<file path="config.mk">
export PLATFORM = sky130hd
export DESIGN_NAME = add_pipelined
export DESIGN_NICKNAME = d
export VERILOG_FILES = /design/src/rtl/add_pipelined.sv
export SDC_FILE = /design/constraint.sdc
export NUM_CORES = 1
export LEC_CHECK = 0
export BUFFER_PORTS_ARGS = -buffer_cell sky130_fd_sc_hd__buf_2
export CAP_MARGIN = 20
export CORE_AREA = 10 10 50 56
export DETAILED_ROUTE_END_ITERATION = 16
export DIE_AREA = 0 0 60 66
export PLACE_DENSITY_LB_ADDON = 0.3
export SLEW_MARGIN = 40
export SYNTH_ARGS = -nofsm -noshare
export SYNTH_HDL_FRONTEND = slang
export SYNTH_SLANG_ARGS = --single-unit
</file>
<file path="constraint.sdc">
create_clock -name clock -period 1.4 [get_ports clock]
set_clock_uncertainty 0.05 [all_clocks]
set_input_delay 0.21 -clock clock [delete_from_list [all_inputs] [get_ports clock]]
set_output_delay 0.21 -clock clock [all_outputs]
set_load 0.02 [all_outputs]
</file>
<file path="src/rtl/add_pipelined.sv">
// Two-operand adder with optional saturation, carry/overflow flags and a
// clock-enabled register pipeline of LATENCY stages (0 = combinational).
module add_pipelined #(
  parameter int WIDTH    = 8,
  parameter int LATENCY  = 1,
  parameter int SIGNED   = 0,
  parameter int SATURATE = 0
) (
  input  logic             clock,
  input  logic             aclr,
  input  logic             clken,
  input  logic [WIDTH-1:0] dataa,
  input  logic [WIDTH-1:0] datab,
  output logic [WIDTH-1:0] result,
  output logic             cout,
  output logic             overflow
);

  localparam int MSB = WIDTH - 1;
  localparam int SW  = WIDTH + 2;

  localparam logic [WIDTH-1:0] MAX_U = {WIDTH{1'b1}};
  localparam logic [WIDTH-1:0] MAX_S = {1'b0, {MSB{1'b1}}};
  localparam logic [WIDTH-1:0] MIN_S = {1'b1, {MSB{1'b0}}};

  // Two's-complement overflow: like-signed operands producing a sum of the other sign.
  function automatic logic signed_ovf(
    input logic a_msb,
    input logic b_msb,
    input logic s_msb
  );
    return (a_msb == b_msb) && (s_msb != a_msb);
  endfunction

  // Clamp the raw sum; flags are computed separately and never see this value.
  function automatic logic [WIDTH-1:0] clamp(
    input logic [WIDTH-1:0] raw,
    input logic             carry,
    input logic             sovf,
    input logic             a_msb
  );
    logic [WIDTH-1:0] r;
    r = raw;
    if (SATURATE == 0) begin
      r = raw;
    end else if (SIGNED != 0) begin
      if (sovf) begin
        r = a_msb ? MIN_S : MAX_S;
      end else begin
        r = raw;
      end
    end else begin
      if (carry) begin
        r = MAX_U;
      end else begin
        r = raw;
      end
    end
    return r;
  endfunction

  logic [WIDTH:0]   sum_s;
  logic             cout_s;
  logic             sovf_s;
  logic             ovf_s;
  logic [WIDTH-1:0] res_s;
  logic [SW-1:0]    head_s;

  assign sum_s = {1'b0, dataa} + {1'b0, datab};

  // Flag and result computation from the raw WIDTH+1 bit sum.
  always_comb begin
    cout_s = sum_s[WIDTH];
    sovf_s = signed_ovf(dataa[MSB], datab[MSB], sum_s[MSB]);
    if (SIGNED != 0) begin
      ovf_s = sovf_s;
    end else begin
      ovf_s = cout_s;
    end
    res_s  = clamp(sum_s[WIDTH-1:0], cout_s, sovf_s, dataa[MSB]);
    head_s = {ovf_s, cout_s, res_s};
  end

  generate
    if (LATENCY == 0) begin : g_comb
      assign {overflow, cout, result} = head_s;
    end else begin : g_pipe
      logic [SW-1:0] stage_r [LATENCY];

      // Shift register of {overflow,cout,result}; aclr wipes every stage at once.
      always_ff @(posedge clock or posedge aclr) begin
        if (aclr) begin
          for (int i = 0; i < LATENCY; i++) begin
            stage_r[i] <= {SW{1'b0}};
          end
        end else if (clken) begin
          for (int i = LATENCY - 1; i > 0; i--) begin
            stage_r[i] <= stage_r[i-1];
          end
          stage_r[0] <= head_s;
        end
      end

      assign {overflow, cout, result} = stage_r[LATENCY-1];
    end
  endgenerate

endmodule

</file>
==> reports/metrics.yaml, run 1 <==
status: "complete, but fails checks"
violations: "negative setup slack"
hold-worst-slack_ns: 0.245
ys_async_sr_fraction_pct: 100
rsz0062_at_grt: "yes"
cp-end-kind: "flip-flop"
finalWorstSetupSlack_ns: -0.0862
vias_per_cell: 5.26
fin_nets: 147
area_growth_pct: 41.1
clk_path_buf_depth: 2
die_x_um: 60
cts_max_level: 1
syn_nets: 106
row_count: 16
start_util_pct: 41.9
cpMaxStageDelayCell: "fa_2"
hold_start: "datab[0]"
setup-tns-final_ns: -0.112
critPathMaxStageDelay_ns: 0.37
yosys_warnings: 0
ys_top_cells_by_count: "dfrtp_1, ha_1, o21ai_0"
ios: 29
drc: 0
vias: 715
synth-compound-area-share_pct: 24.6
slew-limit-headroom_pct: 76.2
synth_edf_count: 0
clock-sinks: 9
ant_nets: 0
clock_latency_ns: 0.25
final.min_clock_period_ns: 1.49
peakVddDrop_uv: 380
hp-class: "in2reg"
drive_above_1_share_pct: 44.1
core_area_sq_um: 1720
largest_registers: "g_pipe.stage_r (9)"
clock.fmax_ghz: 0.673
worstHoldEndpoint: "g_pipe.stage_r[0]$_DFFE_PP0P_"
rr_worst_depth: 3
synth_xor_area_share_pct: 2.43
ys_types: 28
clock-root-buffer: "clkbuf_4"
synth_adder_area_share_pct: 16.6
setup_viol: 2
clk_pin_slew_ns: 0.06
reg2reg_to: "g_pipe.stage_r[6]$_DFFE_PP0P_"
path_cells: "buf_6 > ha_4 > fa_2 > a211oi_2 > nor2_1 > o21ai_1 > or3b_1"
ys_seq_area_share_pct: 31.2
fp.dieH_um: 66
worst_pin_slew_ns: 0.356
finalHoldViolCount: 0
post_cts_buffers: 0
reg2reg_slack_ns: 0.33
grt_pass1_vias: 712
synth_top_area_share_pct: 31.2
cts_tree: "built"
synth-simple-area-share_pct: 13.2
r2r_start: "g_pipe.stage_r[6]$_DFFE_PP0P_"
syn_avg_cell_area_sq_um: 9.26
netlist_area_sq_um: 722
dominantRegCellSynth: "dfrtp_1"
syn_inst: 78
wirelength_mm: 1.87
fin_crit_sh_pct: 106
required_ns: 1.48
die_area_sq_um: 3960
synth.most_common_cell: "dfrtp_1"
largest_reg_flops: 9
worst-path-max-fanout: 2
ys_ff_latch: 9
p_leak_nw: 0.495
drtIter0Drc: 6
synth.area.top_cells: "dfrtp_1, ha_1, o21ai_0"
grt_usage_pct: 9.70
antenna_found_initial: 0
drtPass1Iterations: 3
numCtsBuffers: 3
cp-start-kind: "primary input"
grt_pass1_wl_mm: 3.03
antenna_cells: 0
gp_congestion: 0.797
worstSetupPathType: "in2reg"
cap_viol_max_count: 0
synth_top_family_by_area: "compound AO/OA/AOI/OAI gates"
drv_slew: 0
dp_hpwl_mm: 1.58
grt_max_degree: 22
io_buffers: 28
holdPathStages: 3
yosys.area.top_type: "dfrtp_1"
top_register: "g_pipe.stage_r"
power_density_nw_per_um2: 907
worst_ep_arrival_time_ns: 1.57
avgRoutedWirePerCell_um: 13.8
synth_mux_area_share_pct: 7.28
overflow: 0
-- report_power, final --
group	total (mW)	internal [mW]	switching [mW]	leakage [nW]
Clock	0.197	0.110	0.0870	0.0150
Sequential	0.326	0.304	0.0222	0.104
Combinational	0.401	0.184	0.217	0.376
-- how the worst max path moves through the flow --
stage / startpoint / to / slack (ns)
after floorplan: dataa[0] / g_pipe.stage_r[6]$_DFFE_PP0P_ / -0.23
after global placement: dataa[0] / g_pipe.stage_r[8]$_DFFE_PP0P_ / -0.34
after detailed placement: dataa[0] / g_pipe.stage_r[6]$_DFFE_PP0P_ / -0.39
after CTS: dataa[0] / g_pipe.stage_r[6]$_DFFE_PP0P_ / -0.08
after global routing: dataa[0] / g_pipe.stage_r[6]$_DFFE_PP0P_ / -0.14
final: dataa[0] / g_pipe.stage_r[6]$_DFFE_PP0P_ / -0.09
-- what timing repair did --
action,4_1_cts,5_1_grt
endpoints found under the setup margin,3,3
pin swaps,3,3
resized for setup,3,0
hold endpoints to repair,9,0
cloned,0,0
hold buffers,1,0
-- routing by layer --
| metal | global-route usage, % | share of wire (%) |
|---|---|---|
| met3 | 3.65 | 7.2 |
| met5 | 0 | 0 |
| met2 | 16.8 | 52 |
| met1 | 9.36 | 40 |
| met4 | 5.90 | 1.1 |
-- critical path, delay by kind of cell --
family / cells / cell delay [ns]
AOI/OAI and AO/OA: 2 / 0.32
buffers and inverters: 1 / 0.10
and+or+nand+nor: 2 / 0.43
adders and majority gates: 2 / 0.52
-- through the flow --
stage / utilization (%) / cells / setup WS [ns] / power [mW] / cell area [sq um]
3_3_place_gp: 56.0 / 131 / -0.344 / 0.720 / 965
5_1_grt: 59.2 / 136 / -0.141 / 0.988 / 1020
4_1_cts: 59.2 / 136 / -0.0843 / 0.942 / 1020
2_1_floorplan: - / 78 / -0.232 / 0.581 / 742
3_5_place_dp: 56.0 / 131 / -0.392 / 0.730 / 965
6_report: 59.2 / 136 / -0.0862 / 0.924 / 1020
-- cell families (layout without fill, tap and decap cells) --
| group | after synthesis | in the layout |
|---|---|---|
| AOI/OAI and AO/OA | 27 | 27 |
| muxes | 5 | 5 |
| DFF | 9 | 9 |
| and+or+nand+nor | 19 | 19 |
| xor gates and xnor gates | 2 | 2 |
| adders and majority gates | 9 | 9 |
| buffers and inverters | 7 | 47 |
-- area by class of cell --
| class | count | area [sq um] |
|---|---|---|
| Fill cell | 174 | 703 |
| Multi-Input combinational cell | 62 | 488 |
| Timing Repair Buffer | 40 | 245 |
| Sequential cell | 9 | 225 |
| Clock buffer | 4 | 26.3 |
| Tap cell | 18 | 22.5 |
| Inverter | 3 | 11.3 |
-- layout by cell type (no fill, tap or decap), types with 2 or more instances in the layout --
| master | n |
|---|---|
| buf_2 | 26 |
| buf_4 | 11 |
| dfrtp_1 | 9 |
| o21ai_0 | 8 |
| ha_1 | 7 |
| nor2_1 | 6 |
| a21oi_1 | 6 |
| nand2_1 | 5 |
| inv_1 | 3 |
| a211oi_2 | 3 |
| o21ai_1 | 3 |
| mux2i_1 | 3 |
| clkbuf_4 | 3 |
| o22ai_1 | 2 |
| xnor2_1 | 2 |
| nor2b_1 | 2 |
| mux2_2 | 2 |
| buf_6 | 2 |
Power figures use the tool's default switching activity.
==> inputs of run 2 (changes only) <==
--- a/config.mk
+++ b/config.mk
@@ -8,10 +8,11 @@
 export BUFFER_PORTS_ARGS = -buffer_cell sky130_fd_sc_hd__buf_2
 export CAP_MARGIN = 20
 export CORE_AREA = 10 10 50 56
+export CTS_BUF_LIST = sky130_fd_sc_hd__clkbuf_4 sky130_fd_sc_hd__clkbuf_8
 export DETAILED_ROUTE_END_ITERATION = 16
 export DIE_AREA = 0 0 60 66
 export PLACE_DENSITY_LB_ADDON = 0.3
-export SLEW_MARGIN = 40
+export SLEW_MARGIN = 10
 export SYNTH_ARGS = -nofsm -noshare
 export SYNTH_HDL_FRONTEND = slang
 export SYNTH_SLANG_ARGS = --single-unit
==> run 2 against run 1 <==
Compared with the run above: combinational power barely moved; largest power group unchanged; flip-flop and latch count is the same; sequential share of layout area is 0.081 points lower; clock power increased by 9%; highest routed layer unchanged; first-iteration DRC count is 50% higher; the run still ends with negative setup slack left; fmax decreased by 0.21%; critical path type unchanged; worst setup slack got worse by 0.0031 ns; largest cell class unchanged; routed wire length down 0.69%.
==> reports/metrics.yaml, run 2 (synthesis results as in run 1) <==
die_x_um: 60  # unchanged
post_cts_buffers: 0  # unchanged
cp-start-kind: "primary input"  # unchanged
vias_per_cell: 5.23  # was 5.26
grt_pass1_wl_mm: 3.01  # was 3.03 mm
finalWorstSetupSlack_ns: -0.0893  # was -0.0862 ns
peakVddDrop_uv: 350  # was 380 uV
worstSetupPathType: "in2reg"  # unchanged
start_util_pct: 41.9  # unchanged
fin_nets: 147  # unchanged
largest_reg_flops: 9  # unchanged
clk_pin_slew_ns: 0.06  # about the same
cap_viol_max_count: 0  # unchanged
antenna_cells: 0  # unchanged
rsz0062_at_grt: "yes"  # unchanged
final.min_clock_period_ns: 1.49  # about the same
final_cell_mix: "buf_2, buf_4, dfrtp_1"  # unchanged
cts_max_level: 1  # unchanged
antenna_found_initial: 0  # unchanged
io_buffers: 28  # unchanged
drive_above_1_share_pct: 44.9  # was 44.1%
fp.dieH_um: 66  # unchanged
drtPass1Iterations: 4  # was 3
slew-limit-headroom_pct: 76.4  # was 76.2%
drv_slew: 0  # unchanged
hp-class: "in2reg"  # unchanged
worst-path-max-fanout: 2  # unchanged
fin_crit_sh_pct: 106  # about the same
grt_usage_pct: 9.66  # was 9.70%
cts_tree: "built"  # unchanged
gp_congestion: 0.797  # unchanged
die_area_sq_um: 3960  # unchanged
p_leak_nw: 0.499  # was 0.495 nW
ant_nets: 0  # unchanged
core_area_sq_um: 1720  # unchanged
drtIter0Drc: 9  # was 6
finalHoldViolCount: 0  # unchanged
wirelength_mm: 1.86  # was 1.87 mm
dp_hpwl_mm: 1.58  # unchanged
power_density_nw_per_um2: 921  # was 907 nW/um^2
clk_path_buf_depth: 2  # unchanged
overflow: 0  # unchanged
top_register: "g_pipe.stage_r"  # unchanged
drc: 0  # unchanged
worst_ep_arrival_time_ns: 1.57  # about the same
avgRoutedWirePerCell_um: 13.7  # was 13.8 um
clock_latency_ns: 0.25  # about the same
clock.fmax_ghz: 0.671  # was 0.673 GHz
row_count: 16  # unchanged
clock-root-buffer: "clkbuf_4"  # unchanged
largest_registers: "g_pipe.stage_r (9)"  # unchanged
clock-sinks: 9  # unchanged
vias: 711  # was 715
setup-tns-final_ns: -0.116  # was -0.112 ns
violations: "negative setup slack"  # unchanged
required_ns: 1.48  # about the same
numCtsBuffers: 3  # unchanged
status: "complete, but fails checks"  # unchanged
ios: 29  # unchanged
p_total_mw: 0.941  # was 0.924 mW
grt_pass1_vias: 702  # was 712
setup_viol: 2  # unchanged
grt_max_degree: 22  # unchanged
cp-end-kind: "flip-flop"  # unchanged
area_growth_pct: 41.6  # was 41.1%
worst_pin_slew_ns: 0.354  # was 0.356 ns
mostFrequentLayoutCell: "buf_2"  # unchanged
## run 2: cell counts in the layout (fill, tap and decap cells not counted)
No cell type changed its count.
## run 2: what timing repair did
action,CTS,global route
hold buffers,1,0
hold endpoints to repair,9,0
pin swaps,3,3
endpoints found under the setup margin,3,3
gates resized for setup,3,0
## run 2: layout make-up
cell class	instances	area, sq um
tap	18	22.5
sequential	9	225
clock buffer	4	30.0
multi-input combinational	62	488
inverter	3	11.3
timing repair buffer	40	245
fill	172	699
## run 2: report_power, final
part | switching, mW | internal, mW | leakage (nW)
Sequential | 0.0220 | 0.304 | 0.104
Combinational | 0.217 | 0.184 | 0.376
Clock | 0.0851 | 0.129 | 0.0184
## run 2: critical path: stages
cell,delay (ns)
buf_6,0.10
ha_4,0.15
fa_2,0.37
a211oi_2,0.21
nor2_1,0.08
o21ai_1,0.11
or3b_1,0.35
## run 2: final timing paths
path                                               start                            end  slack, ns  depth (start not counted)
setup / recovery                                dataa[0]  g_pipe.stage_r[6]$_DFFE_PP0P_      -0.09                          7
hold / removal                                  datab[0]  g_pipe.stage_r[0]$_DFFE_PP0P_       0.24                          3
setup reg to reg           g_pipe.stage_r[6]$_DFFE_PP0P_  g_pipe.stage_r[6]$_DFFE_PP0P_       0.32                          3
hold reg to reg            g_pipe.stage_r[7]$_DFFE_PP0P_  g_pipe.stage_r[7]$_DFFE_PP0P_       0.45                          2
max in group asynchronous                           aclr  g_pipe.stage_r[2]$_DFFE_PP0P_       0.64                          3
min in group asynchronous                           aclr  g_pipe.stage_r[6]$_DFFE_PP0P_       0.41                          3
## run 2: per-layer routing
metal  vias to the layer above  GRT usage, %  routed length, um
met5                         -             0                  0
met4                         0          5.90                 21
met3                         2          3.65                137
met2                        23          16.5                959
met1                       322          9.47                740
li1                        364             -                  -
## run 2: through the flow
stage / util (%) / hold slack (ns) / cells / setup slack (ns) / cell area (sq um)
2_1_floorplan: - / -0.0121 / 78 / -0.232 / 742
5_1_grt: 59.4 / 0.231 / 136 / -0.137 / 1020
4_1_cts: 59.4 / 0.236 / 136 / -0.0839 / 1020
3_3_place_gp: 56.0 / 0.137 / 131 / -0.344 / 965
6_report: 59.4 / 0.241 / 136 / -0.0893 / 1020
3_5_place_dp: 56.0 / 0.150 / 131 / -0.392 / 965
